[src/rtl/uart_pkg.sv]
// Shared types and constants for the configurable UART transmitter.
// UART_TX_BREAK_EN enables the BREAK state in uart_tx_cfg.
package uart_pkg;

  typedef enum logic [1:0] {
    PAR_NONE = 2'b00,
    PAR_EVEN = 2'b01,
    PAR_ODD  = 2'b10
  } parity_e;

  typedef enum logic [2:0] {
    IDLE,
    START,
    DATA,
    PARITY,
    STOP,
    BREAK
  } tx_state_e;

  localparam int BREAK_PULSES = 13;

  function automatic int frame_bits(
    input int      bpw,
    input parity_e par,
    input logic    stop2
  );
    return 1 + bpw + ((par != PAR_NONE) ? 1 : 0) + (stop2 ? 2 : 1);
  endfunction

endpackage

[src/rtl/uart_tx_cfg_fifo.sv]
// Synchronous FIFO with occupancy count; pointers wrap modulo DEPTH.
// Push when full and pop when empty are ignored.
module sync_fifo #(
  parameter int WIDTH = 16,
  parameter int DEPTH = 4,
  localparam int AW = $clog2(DEPTH),
  localparam int LW = $clog2(DEPTH + 1)
) (
  input  logic             clk,
  input  logic             rstn,
  input  logic             push,
  input  logic             pop,
  input  logic [WIDTH-1:0] din,
  output logic [WIDTH-1:0] dout,
  output logic             full,
  output logic             empty,
  output logic [LW-1:0]    level
);

  logic [WIDTH-1:0] mem [DEPTH];
  logic [AW-1:0]    wptr;
  logic [AW-1:0]    rptr;
  logic             do_push;
  logic             do_pop;

  assign full    = level == LW'(DEPTH);
  assign empty   = level == '0;
  assign do_push = push && !full;
  assign do_pop  = pop && !empty;
  assign dout    = mem[rptr];

  always_ff @(posedge clk) begin
    if (do_push) mem[wptr] <= din;
  end

  always_ff @(posedge clk) begin
    if (!rstn) begin
      wptr  <= '0;
      rptr  <= '0;
      level <= '0;
    end else begin
      if (do_push) wptr <= wptr + AW'(1);
      if (do_pop)  rptr <= rptr + AW'(1);
      level <= level + LW'(do_push) - LW'(do_pop);
    end
  end

endmodule

[src/rtl/uart_tx_cfg.sv]
// Stream-fed UART transmitter: W_OUT-bit beats sent as NUM_WORDS words.
// UART_TX_BREAK_EN adds brk_req and a line BREAK sequence.
module uart_tx_cfg
  import uart_pkg::*;
#(
  parameter int CLOCKS_PER_PULSE = 4,
  parameter int BITS_PER_WORD    = 8,
  parameter int W_OUT            = 16,
  parameter int FIFO_DEPTH       = 4,
  localparam int NUM_WORDS = W_OUT / BITS_PER_WORD,
  localparam int LW = $clog2(FIFO_DEPTH + 1)
) (
  input  logic             clk,
  input  logic             rstn,
  input  logic             s_valid,
  output logic             s_ready,
  input  logic [W_OUT-1:0] s_data,
  input  logic [1:0]       cfg_parity,
  input  logic             cfg_stop2,
`ifdef UART_TX_BREAK_EN
  input  logic             brk_req,
`endif
  output logic             tx,
  output logic             busy,
  output logic [LW-1:0]    fifo_level
);

  localparam int BW = $clog2(CLOCKS_PER_PULSE);
  localparam int CW = 4;
  localparam int WW = (NUM_WORDS > 1) ? $clog2(NUM_WORDS) : 1;

  tx_state_e        state;
  logic [BW-1:0]    baud;
  logic [CW-1:0]    bitc;
  logic [WW-1:0]    wordc;
  logic [W_OUT-1:0] shreg;
  parity_e          par_q;
  parity_e          cfg_par;
  logic             stop2_q;
  logic             par_bit;
  logic             brk;
  logic             push;
  logic             pop;
  logic [W_OUT-1:0] dout;
  logic             full;
  logic             empty;
  logic [LW-1:0]    lvl_nxt;
  logic             bit_end;
  logic             stop_last;
  logic             word_last;
  logic             tx_d;

`ifdef UART_TX_BREAK_EN
  assign brk = brk_req;
`else
  assign brk = 1'b0;
`endif

  assign cfg_par   = (cfg_parity == 2'b11) ? PAR_NONE
                                           : parity_e'(cfg_parity);
  assign bit_end   = baud == BW'(CLOCKS_PER_PULSE - 1);
  assign stop_last = bitc == CW'(stop2_q);
  assign word_last = wordc == WW'(NUM_WORDS - 1);
  assign push      = s_valid && s_ready;
  assign pop       = !empty && !brk &&
                     (state == IDLE ||
                      (state == STOP && bit_end &&
                       stop_last && word_last));
  assign lvl_nxt   = fifo_level + LW'(push) - LW'(pop);
  assign busy      = (state != IDLE) || !empty;

  sync_fifo #(
    .WIDTH(W_OUT),
    .DEPTH(FIFO_DEPTH)
  ) u_fifo (
    .clk  (clk),
    .rstn (rstn),
    .push (push),
    .pop  (pop),
    .din  (s_data),
    .dout (dout),
    .full (full),
    .empty(empty),
    .level(fifo_level)
  );

  // tx is the registered image of the state, one cycle behind it
  always_comb begin
    tx_d = 1'b1;
    unique case (state)
      IDLE:   tx_d = 1'b1;
      START:  tx_d = 1'b0;
      DATA:   tx_d = shreg[0];
      PARITY: tx_d = par_bit;
      STOP:   tx_d = 1'b1;
`ifdef UART_TX_BREAK_EN
      BREAK:  tx_d = bitc >= CW'(BREAK_PULSES);
`endif
      default: tx_d = 1'b1;
    endcase
  end

  always_ff @(posedge clk) begin
    if (!rstn) begin
      state   <= IDLE;
      baud    <= '0;
      bitc    <= '0;
      wordc   <= '0;
      shreg   <= '0;
      par_q   <= PAR_NONE;
      stop2_q <= 1'b0;
      par_bit <= 1'b0;
      tx      <= 1'b1;
      s_ready <= 1'b0;
    end else begin
      s_ready <= lvl_nxt != LW'(FIFO_DEPTH);
      tx      <= tx_d;
      baud    <= (state == IDLE || bit_end) ? '0 : baud + BW'(1);
      if (pop) begin
        shreg   <= dout;
        par_q   <= cfg_par;
        stop2_q <= cfg_stop2;
      end
      unique case (state)
        IDLE: begin
          bitc  <= '0;
          wordc <= '0;
          if (brk)      state <= BREAK;
          else if (pop) state <= START;
        end
        START: if (bit_end) begin
          par_bit <= (^shreg[BITS_PER_WORD-1:0]) ^ (par_q == PAR_ODD);
          state   <= DATA;
        end
        DATA: if (bit_end) begin
          shreg <= shreg >> 1;
          if (bitc == CW'(BITS_PER_WORD - 1)) begin
            bitc  <= '0;
            state <= (par_q == PAR_NONE) ? STOP : PARITY;
          end else begin
            bitc <= bitc + CW'(1);
          end
        end
        PARITY: if (bit_end) state <= STOP;
        STOP: if (bit_end) begin
          if (!stop_last) begin
            bitc <= bitc + CW'(1);
          end else begin
            bitc <= '0;
            if (!word_last) begin
              wordc <= wordc + WW'(1);
              state <= START;
            end else begin
              wordc <= '0;
              if (brk)      state <= BREAK;
              else if (pop) state <= START;
              else          state <= IDLE;
            end
          end
        end
`ifdef UART_TX_BREAK_EN
        BREAK: if (bit_end) begin
          if (bitc == CW'(BREAK_PULSES)) begin
            bitc  <= '0;
            state <= IDLE;
          end else begin
            bitc <= bitc + CW'(1);
          end
        end
`endif
        default: state <= IDLE;
      endcase
    end
  end

endmodule

[config.mk]
export PLATFORM = sky130hd
export DESIGN_NAME = uart_tx_cfg
export DESIGN_NICKNAME = d
export VERILOG_FILES = /design/src/rtl/uart_pkg.sv /design/src/rtl/uart_tx_cfg_fifo.sv /design/src/rtl/uart_tx_cfg.sv
export SDC_FILE = /design/constraint.sdc
export NUM_CORES = 1
export LEC_CHECK = 0
export CORE_MARGIN = 1.5
export CORE_UTILIZATION = 59
export CTS_BUF_LIST = sky130_fd_sc_hd__clkbuf_4 sky130_fd_sc_hd__clkbuf_8 sky130_fd_sc_hd__clkbuf_16
export DETAILED_ROUTE_END_ITERATION = 6
export PLACE_DENSITY = 0.78
export SETUP_SLACK_MARGIN = 0.1
export SYNTH_ARGS = -nofsm -noshare
export SYNTH_HDL_FRONTEND = slang
export SYNTH_SLANG_ARGS = --single-unit
[constraint.sdc]
create_clock -name clk -period 3.65 [get_ports clk]
set_input_delay 0.73 -clock clk [delete_from_list [all_inputs] [get_ports clk]]
set_output_delay 0.73 -clock clk [all_outputs]
set_load 0.02 [all_outputs]
== After elaboration in Yosys (flattened, before gate mapping) ==
Memory sizes are Yosys's and may differ from the RTL's. A register that Yosys moved wholly into a read port is not among the register bits.
Cells that the tools add are included.
Word-level totals
  memory bits (writable): 64
  logic and storage cells: 96
  memories: 1
  register bits after elaboration: 39
Memories
  u_fifo.mem: words 4, width 16, rd ports 1, clocked after Yosys merged registers in 1, wr ports 1, RTL line uart_tx_cfg_fifo.sv:20  | logic [WIDTH-1:0] mem [DEPTH];
Operators by class
  reduce and logical (&&, ||, !) cells: 24
  equal/unequal tests: 18
  muxes and demuxes: 29
  bitwise logic cells: 2
  add/subtract/negate cells: 9
Operators by type and width (number)
  16-bit two-way mux: 3
  3-bit two-way mux: 8
  4-bit two-way mux: 4
  3-bit one-hot mux with 5 select lines: 1
  2-bit inequality test (second input constant): 7
  4-bit one-hot mux with 3 select lines: 1
  8-bit parity: 1
  1-bit logical AND: 7
  1-bit two-way mux: 7
  7-bit AND reduction: 1
  2-bit by 1-bit adder with 2-bit output (second input constant): 3
  3-bit by 1-bit adder with 3-bit output: 2
  2-bit == test (second input constant): 3
  3-bit by 2-bit == test with 1-bit output (second input constant): 2
  3-bit == test (second input constant): 2
  3-bit logical NOT: 2
  2-bit two-way mux: 3
  3-bit AND reduction: 2
  3-bit nonzero test: 2
  3-bit by 1-bit subtractor with 3-bit output: 2
  4-bit by 1-bit adder with 4-bit output (second input constant): 1
  4-bit by 1-bit == test with 1-bit output: 1
  4-bit by 3-bit == test with 1-bit output (second input constant): 1
  3-bit by 1-bit == test with 1-bit output (second input constant): 1
  12 further kinds: 15

== Longest topological paths before layout ==
Gate-level depths: netlist (run 1).
  depth after elaboration: 11
  mapped depth: 13
  gate-level depth less buffers: 11

== Modules after synthesis ==
A second synthesis (run 1) with hierarchy kept.
Unflattened totals
  cells, all modules: 352
  area, all modules: 4629.4 sq um
By module, submodules not included
  sync_fifo: cells an instance 134, area each 2827.7 sq um, times used 1
  uart_tx_cfg: cells an instance 218, area each 1801.7 sq um, times used 1

== Worst setup path after synthesis (run 1) ==
OpenSTA, ideal clock, no wires.
  path type: reg2reg
  start point: reg baud[0]
  end point: reg s_ready
  library setup time: 0.075 ns
  clock period less this slack: 2.462 ns
  path slack: 1.188 ns
  cell stages (with the launch flop): 14
  arrival time: 2.387 ns
  cells stage by stage: dfxtp_1 > ha_1 > buf_2 > a41o_2 > nand2_4 > buf_6 > inv_1 > ha_1 > inv_1 > ha_1 > inv_1 > fa_1 > xor2_1 > a31oi_1
On the way
  word-level cells in the longest chain between the ends: 8
Ends and longest elaborated chain
  start: declaration: RTL line uart_tx_cfg.sv:33  | logic [BW-1:0] baud;
  start signal: assignment: RTL line uart_tx_cfg.sv:118  | baud <= (state == IDLE || bit_end) ? '0 : baud + BW'(1);
  2-bit == test: RTL line uart_tx_cfg.sv:61  | assign bit_end = baud == BW'(CLOCKS_PER_PULSE - 1);
  1-bit logical AND (2 in series): RTL line uart_tx_cfg.sv:67  | (state == STOP && bit_end &&
  1-bit logical AND: RTL line uart_tx_cfg.sv:68  | stop_last && word_last));
  1-bit logical OR: RTL line uart_tx_cfg.sv:66  | (state == IDLE ||
  1-bit logical AND: RTL line uart_tx_cfg.sv:65  | assign pop = !empty && !brk &&
  3-bit by 1-bit subtractor with 3-bit output: RTL line uart_tx_cfg.sv:69  | assign lvl_nxt = fifo_level + LW'(push) - LW'(pop);
  3-bit inequality test: RTL line uart_tx_cfg.sv:116  | s_ready <= lvl_nxt != LW'(FIFO_DEPTH);
  end signal: assignment: RTL line uart_tx_cfg.sv:116
  end: declaration: RTL line uart_tx_cfg.sv:16  | output logic s_ready,
No other way between the ends.
A chain may end at the register's enable or synchronous reset.

== Worst setup path in the final report (run 1) ==
  start point: reg state[0]
  end point: out busy
On the way
  word-level cells in the longest chain between the ends: 2
Ends and longest elaborated chain
  start: declaration: RTL line uart_tx_cfg.sv:32  | tx_state_e state;
  start signal: assignment: RTL line uart_tx_cfg.sv:139  | state <= (par_q == PAR_NONE) ? STOP : PARITY;
  3-bit nonzero test: RTL line uart_tx_cfg.sv:70  | assign busy = (state != IDLE) || !empty;
  1-bit logical OR: RTL line uart_tx_cfg.sv:70
  end: declaration: RTL line uart_tx_cfg.sv:24  | output logic busy,
No other way between the ends.

==> results of run 1 <==
cell usage after synthesis, drive strengths merged, types with 4 or more instances:
| master | number |
|---|---|
| a31oi | 4 |
| edfxtp | 64 |
| mux4 | 16 |
| nand2 | 11 |
| a21oi | 13 |
| nor3 | 20 |
| clkbuf | 8 |
| nand2b | 4 |
| dfxtp | 41 |
| buf | 11 |
| nor2 | 23 |
| o21ai | 27 |
| inv | 19 |
| xor2 | 4 |
| a211oi | 17 |
| and2 | 6 |
| nor2b | 4 |
| ha | 10 |
| xnor2 | 6 |
| nand3 | 5 |
metal layers:
metal	routed length, um	vias to the layer above
li1	-	1380
met1	3768	1361
met2	4200	40
met3	222	9
met4	110	0
met5	0	-
power groups by stage:
stage               clock network [mW]  registers (mW)  logic [mW]
global route                     0.764            1.72        1.28
floorplan                            0            1.61       0.984
global placement                     0            1.70        1.11
CTS                              0.712            1.69        1.16
detailed placement                   0            1.71        1.15
finish                           0.699            1.68        1.15
sequential cells by signal (all words and copies together), names as in the netlist, 2 cells and up, named ones only:
register	count
state	3
bitc	4
par_q	2
u_fifo.rptr	2
shreg	16
u_fifo.mem	64
u_fifo.level	3
u_fifo.wptr	2
baud	2
kinds of logic (layout without fill, tap and decap cells):
logic type | Yosys count | after routing | share of synthesized area [%]
multiplexers | 17 | 17 | 8.009
AO/OA/AOI/OAI | 83 | 83 | 12.88
buffers and inverters | 39 | 66 | 3.626
AND/OR/NAND/NOR | 86 | 86 | 10.07
flip-flops | 105 | 105 | 59.31
adder cells (fa/ha/maj) | 12 | 12 | 3.571
XOR/XNOR | 11 | 11 | 2.543
critical path, cell delays in order, from the launching register on:
cell	delay, ns
dfxtp_1	0.80
nor3_1	0.17
nand2_1	0.11
clkdlybuf4s50_1	0.60
area by class of cell:
| type | count | share of cell area [%] |
|---|---|---|
| flip-flops and latches | 105 | 53.23 |
| multi-input cells | 209 | 33.27 |
| repair buffers | 30 | 5.682 |
| well taps | 102 | 2.477 |
| clock buffers | 9 | 2.404 |
| clock inverters | 7 | 1.481 |
| inverters | 20 | 1.457 |
cell usage in the layout (no fill, tap or decap), types with 3 or more instances in the layout:
master           Yosys  final
clkdlybuf4s50_1      0     27
a31oi_1              3      3
buf_4                1      3
nand2_1             10     10
nor2_1              22     22
edfxtp_1            64     64
inv_1               19     19
nor2b_1              4      4
and2_1               6      6
o2111ai_1            3      3
o21ai_0             23     23
clkbuf_8             0      9
or4_1                3      3
ha_1                10     10
nand3_1              5      5
xor2_1               4      4
nand2b_1             4      4
dfxtp_1             41     41
a21oi_1             13     13
xnor2_1              5      5
a211oi_1             9      9
mux4_2              16     16
a211oi_2             8      8
o21ai_1              4      4
nor3_1              17     17
inv_6                0      4
path summary, 6_finish.rpt:
kind,endpoint,slack [ns],cells after the start
setup / recovery,busy,0.88,3
hold / removal,baud[0],0.44,1
hold reg to reg,baud[0],0.44,1
setup reg to reg,s_ready,0.98,11
metrics by stage:
stage / worst slack [ns] / utilization [%] / cell area (um2) / instances
finish: 0.8783 / 67.38 / 5152 / 482
global route: 0.7517 / 67.38 / 5152 / 482
CTS: 0.8980 / 67.38 / 5152 / 482
detailed placement: 0.8938 / 64.76 / 4952 / 466
global placement: 0.9608 / 64.76 / 4952 / 466
floorplan: 1.188 / - / 4624 / 353
==> metrics.csv, run 1 <==
metric,value,unit
status,"finished, final reports clean",
Residual DRC,0,
postcts setup bufs,0,
clock latency on the worst-skew pair,0.37,ns
Synth Area per Inst,13.10,um2
RR Startpoint,state[2],
Peak VDD IR,333.1,uV
final RePlAce weighted congestion,0.8118,
Via density,5.788,
htree depth,3,
M1 GR Usage,27.76,%
vias in the first global route,2779,
CP Max Fanout,21,
Hold WS,0.4408,ns
Lkg Pwr,1.703,nW
Comb pwr share,32.5,%
Post-synth ARST share,0,%
post-CTS sizing,0,
HPWL after DPL,5674,um
drt total wl,8301,um
Rel. slew slack,27.23,%
gr busiest metal,met2,
power density over cell area,684.6,mW/mm2
Area Overhead vs Synth,11.42,%
Starting Density,60.47,%
Final Power,3.528,mW
Root Buffer,clkbuf_8,
detailed-route via count,2790,
die area,0.008378,mm2
largest net degree at the start of global routing,26,
Die Ht,91.53,um
Post-Syn Instances,353,
Initial DRT Pass Iterations,4,
CTS tree,built,
# Max-Cap Violations,0,
die extent in x,91.53,um
ANT cells,0,
"antenna viol nets, final",0,
dominant cell type by area after synthesis,edfxtp_1,
Sw Ratio,34.25,%
Reg area,0.002743,mm2
Yosys Warn Count,0,
grt total ovfl,0,
multi-input logic area,0.001714,mm2
Port Buffers,27,
Synth Cell Area,0.004624,mm2
GR met2 Demand/Resource,37.00,%
"Slew Viols, Final",0,
Worst Setup End Kind,primary output,
first-pass GRT wire length,13810,um
clock power share,19.8,%
clock buffer depth,2,
RSZ-0062 raised after global routing,no,
net count after synthesis,387,
drt initial violations,146,
ys flop type,edfxtp_1,
CORE AREA,0.007647,mm2
"Hold-fix buffers, CTS",0,
I/O pin cnt,28,
Cell variety after synth,59,
"Seq/Total Area, Yosys",59.31,%
Final Cycle Share,75.94,%
fillers,564,
Crit Path Class,flip-flop to primary output,
Nets,409,
P_sw,1.208,mW
Required @ worst endpoint,2.92,ns
fmax,360.8,MHz
Clock Skew,0.01318,ns
Clock Pin Slew Worst Setup and Hold Paths,0.10,ns
Final min period,2.772,ns
initial antenna violation count,0,
critical path startpoint category,flip-flop,
Pint,2.319,mW
DR WL/cell,17.22,um
"top cells by area, synth","edfxtp_1 42%, dfxtp_1 18%, mux4_2 7.8%, ha_1 2.7%, o21ai_0 2.5%",
CP Launch Point,state[0],
Reg power frac,47.7,%
final hold vios,0,
GR Util met3,3.936,%
Num CTS Buffers,9,
Clock Sinks,105,
worst hold path type,flip-flop to flip-flop,
"EDFF count, synth",64,
Row Count,32,
worst hold path startpoint,baud[0],
GRT Total Usage,21.60,%
Seq cells post-synth,105,
Final setup viols,0,
top-area cell type share of the netlist area,41.56,%
arrival time worst endpoint,2.04,ns
Slew @ Worst Pin,1.090,ns
layout cells sized above 1,14.21,%
setup TNS,0,ns
No activity file was read; power rests on OpenSTA's default activity.
==> run 2, diff against run 1 <==
- clock period: 3.65 -> 2.8 ns (I/O delays scaled with it)
==> run 2 against run 1 <==
First-iteration DRC count grew 8.2%. Global-route usage is 0.17 points higher. Sequential power rose by 25%. Total power increased by 32%. Critical path depth grew 8. Combinational power grew 43%. Via count rose by 2.6%. Sequential share of layout area is 0.65 points lower. Die area stayed put. Count of clock-buffer cells in the layout rose by 1. Critical path type is now flip-flop to flip-flop. Largest cell class unchanged.
==> metrics.csv, run 2 (same netlist as run 1, synthesis figures left out) <==
metric,value,unit,change
Num CTS Buffers,9,,unchanged
Crit Path Class,flip-flop to flip-flop,,
fmax,406.8,MHz,
initial antenna violation count,0,,unchanged
CP Max Fanout,11,,-48%
critical path startpoint category,flip-flop,,
max reg flops,64,,unchanged
Top Registers,"u_fifo.mem (64), shreg (16), bitc (4)",,
Lkg Pwr,1.751,nW,+2.8%
post-CTS sizing,0,,unchanged
Row Count,32,,unchanged
"Hold-fix buffers, CTS",0,,unchanged
CORE AREA,0.007647,mm2,unchanged
status,"finished, final reports clean",,
gr busiest metal,met2,,
die area,0.008378,mm2,unchanged
"Slew Viols, Final",0,,unchanged
postcts setup bufs,0,,unchanged
grt total ovfl,0,,unchanged
GRT Total Usage,21.77,%,+0.17 points
Via density,5.831,,+0.74%
Hold WS,0.4362,ns,-0.004617 ns
detailed-route via count,2863,,+2.6%
"commonest cells after routing, fill and taps aside","64 x edfxtp_1, 41 x dfxtp_1, 27 x clkdlybuf4s50_1",,
Peak VDD IR,461.3,uV,+39%
Port Buffers,27,,unchanged
Rel. slew slack,46.46,%,+19 points
hold path depth,1,,unchanged
clock latency on the worst-skew pair,0.37,ns,about the same
setup TNS,0,ns,unchanged
GR met2 Demand/Resource,36.01,%,-1.0 points
Final Power,4.652,mW,+32%
worst reg2reg path depth,11,,unchanged
I/O pin cnt,28,,unchanged
HPWL after DPL,5480,um,-3.4%
largest net degree at the start of global routing,21,,-19%
Final min period,2.459,ns,
layout cells sized above 1,16.20,%,+2.0 points
Residual DRC,0,,unchanged
Nets,418,,+2.2%
Root Buffer,clkbuf_8,,
Final Cycle Share,87.80,%,
drt total wl,8228,um,-0.88%
worst hold path type,flip-flop to flip-flop,,
first-pass GRT wire length,13840,um,+0.20%
flop2flop setup slack,0.34,ns,-0.64 ns
arrival time worst endpoint,2.76,ns,+0.72 ns
die extent in x,91.53,um,unchanged
clock buffer depth,2,,unchanged
DR WL/cell,16.76,um,-2.7%
drt initial violations,158,,+8.2%
Layout Cells excl Fill,491,,+1.9%
RSZ-0062 raised after global routing,no,,
power density over cell area,891.8,mW/mm2,+30%
Starting Density,60.47,%,unchanged
Initial DRT Pass Iterations,4,,unchanged
# Max-Cap Violations,0,,unchanged
Required @ worst endpoint,3.10,ns,+0.18 ns
"commonest non-fill, non-tap cell in the layout",edfxtp_1,,
Worst Hold End,baud[0],,
RR Endpoint,s_ready,,
worst hold path startpoint,baud[0],,
vias in the first global route,2816,,+1.3%
M1 GR Usage,28.43,%,+0.67 points
final hold vios,0,,unchanged
Clock Sinks,105,,unchanged
CTS tree,built,,
Area Overhead vs Synth,12.80,%,
Final setup viols,0,,unchanged
Clock Pin Slew Worst Setup and Hold Paths,0.10,ns,about the same
"antenna viol nets, final",0,,unchanged
final RePlAce weighted congestion,0.8900,,+9.6%
Slew @ Worst Pin,0.8020,ns,-0.2881 ns
Clock Skew,0.01069,ns,-0.002488 ns
placed cells,475,,+1.9%
RR Startpoint,baud[0],,
Reg with most FFs,u_fifo.mem,,
Die Ht,91.53,um,unchanged
GR Util met3,5.025,%,+1.1 points
ANT cells,0,,unchanged
fillers,554,,-1.8%
htree depth,3,,unchanged
Worst Setup End Kind,flip-flop,,
run 2: per-layer routing:
layer	wire length, um	vias up
met4	102	0
met2	4083	70
met5	0	-
li1	-	1396
met3	388	12
met1	3654	1385
run 2: how the worst max path moves through the flow:
stage | cells after the start | from | endpoint | slack [ns]
2_1_floorplan | 13 | baud[0] | s_ready | 0.34
3_3_place_gp | 11 | baud[0] | s_ready | 0.44
3_5_place_dp | 11 | baud[0] | s_ready | 0.36
4_1_cts | 11 | baud[0] | s_ready | 0.34
5_1_grt | 11 | baud[0] | s_ready | 0.15
6_report | 11 | baud[0] | s_ready | 0.34
run 2: worst max-delay path: stages, from the launching register on:
cell	delay, ns
dfxtp_1	0.35
ha_1	0.41
a41o_2	0.36
nand2_4	0.07
inv_1	0.07
ha_1	0.21
inv_1	0.06
ha_1	0.13
inv_1	0.04
fa_1	0.37
xor2_1	0.17
a31oi_1	0.16
run 2: power breakdown:
group	internal (mW)	leakage, nW	total, mW	switching [mW]
clock network	0.363	0.102	0.916	0.552
registers	1.91	0.917	2.10	0.185
logic	0.804	0.732	1.64	0.833
run 2: area by class of cell:
type	instances	area (um2)	area share, %
clock buffers	10	131.4	2.519
repair buffers	39	360.3	6.908
multi-input cells	209	1714	32.86
well taps	102	127.6	2.447
flip-flops and latches	105	2743	52.58
clock inverters	6	65.06	1.247
inverters	20	75.07	1.439
run 2: stage by stage:
step	setup slack, ns	util, %	instance area [um2]
after floorplan	0.3381	-	4624
after global placement	0.4393	65.64	5020
after detailed placement	0.3595	65.64	5020
after CTS	0.3355	68.21	5216
after global routing	0.1539	68.21	5216
final	0.3415	68.21	5216
==> run 3, diff against run 2 <==
- CTS_CLUSTER_SIZE: not set -> 40
==> results of run 3 <==
Same layout as run 2: the final DEF is identical, and so are final timing and power.
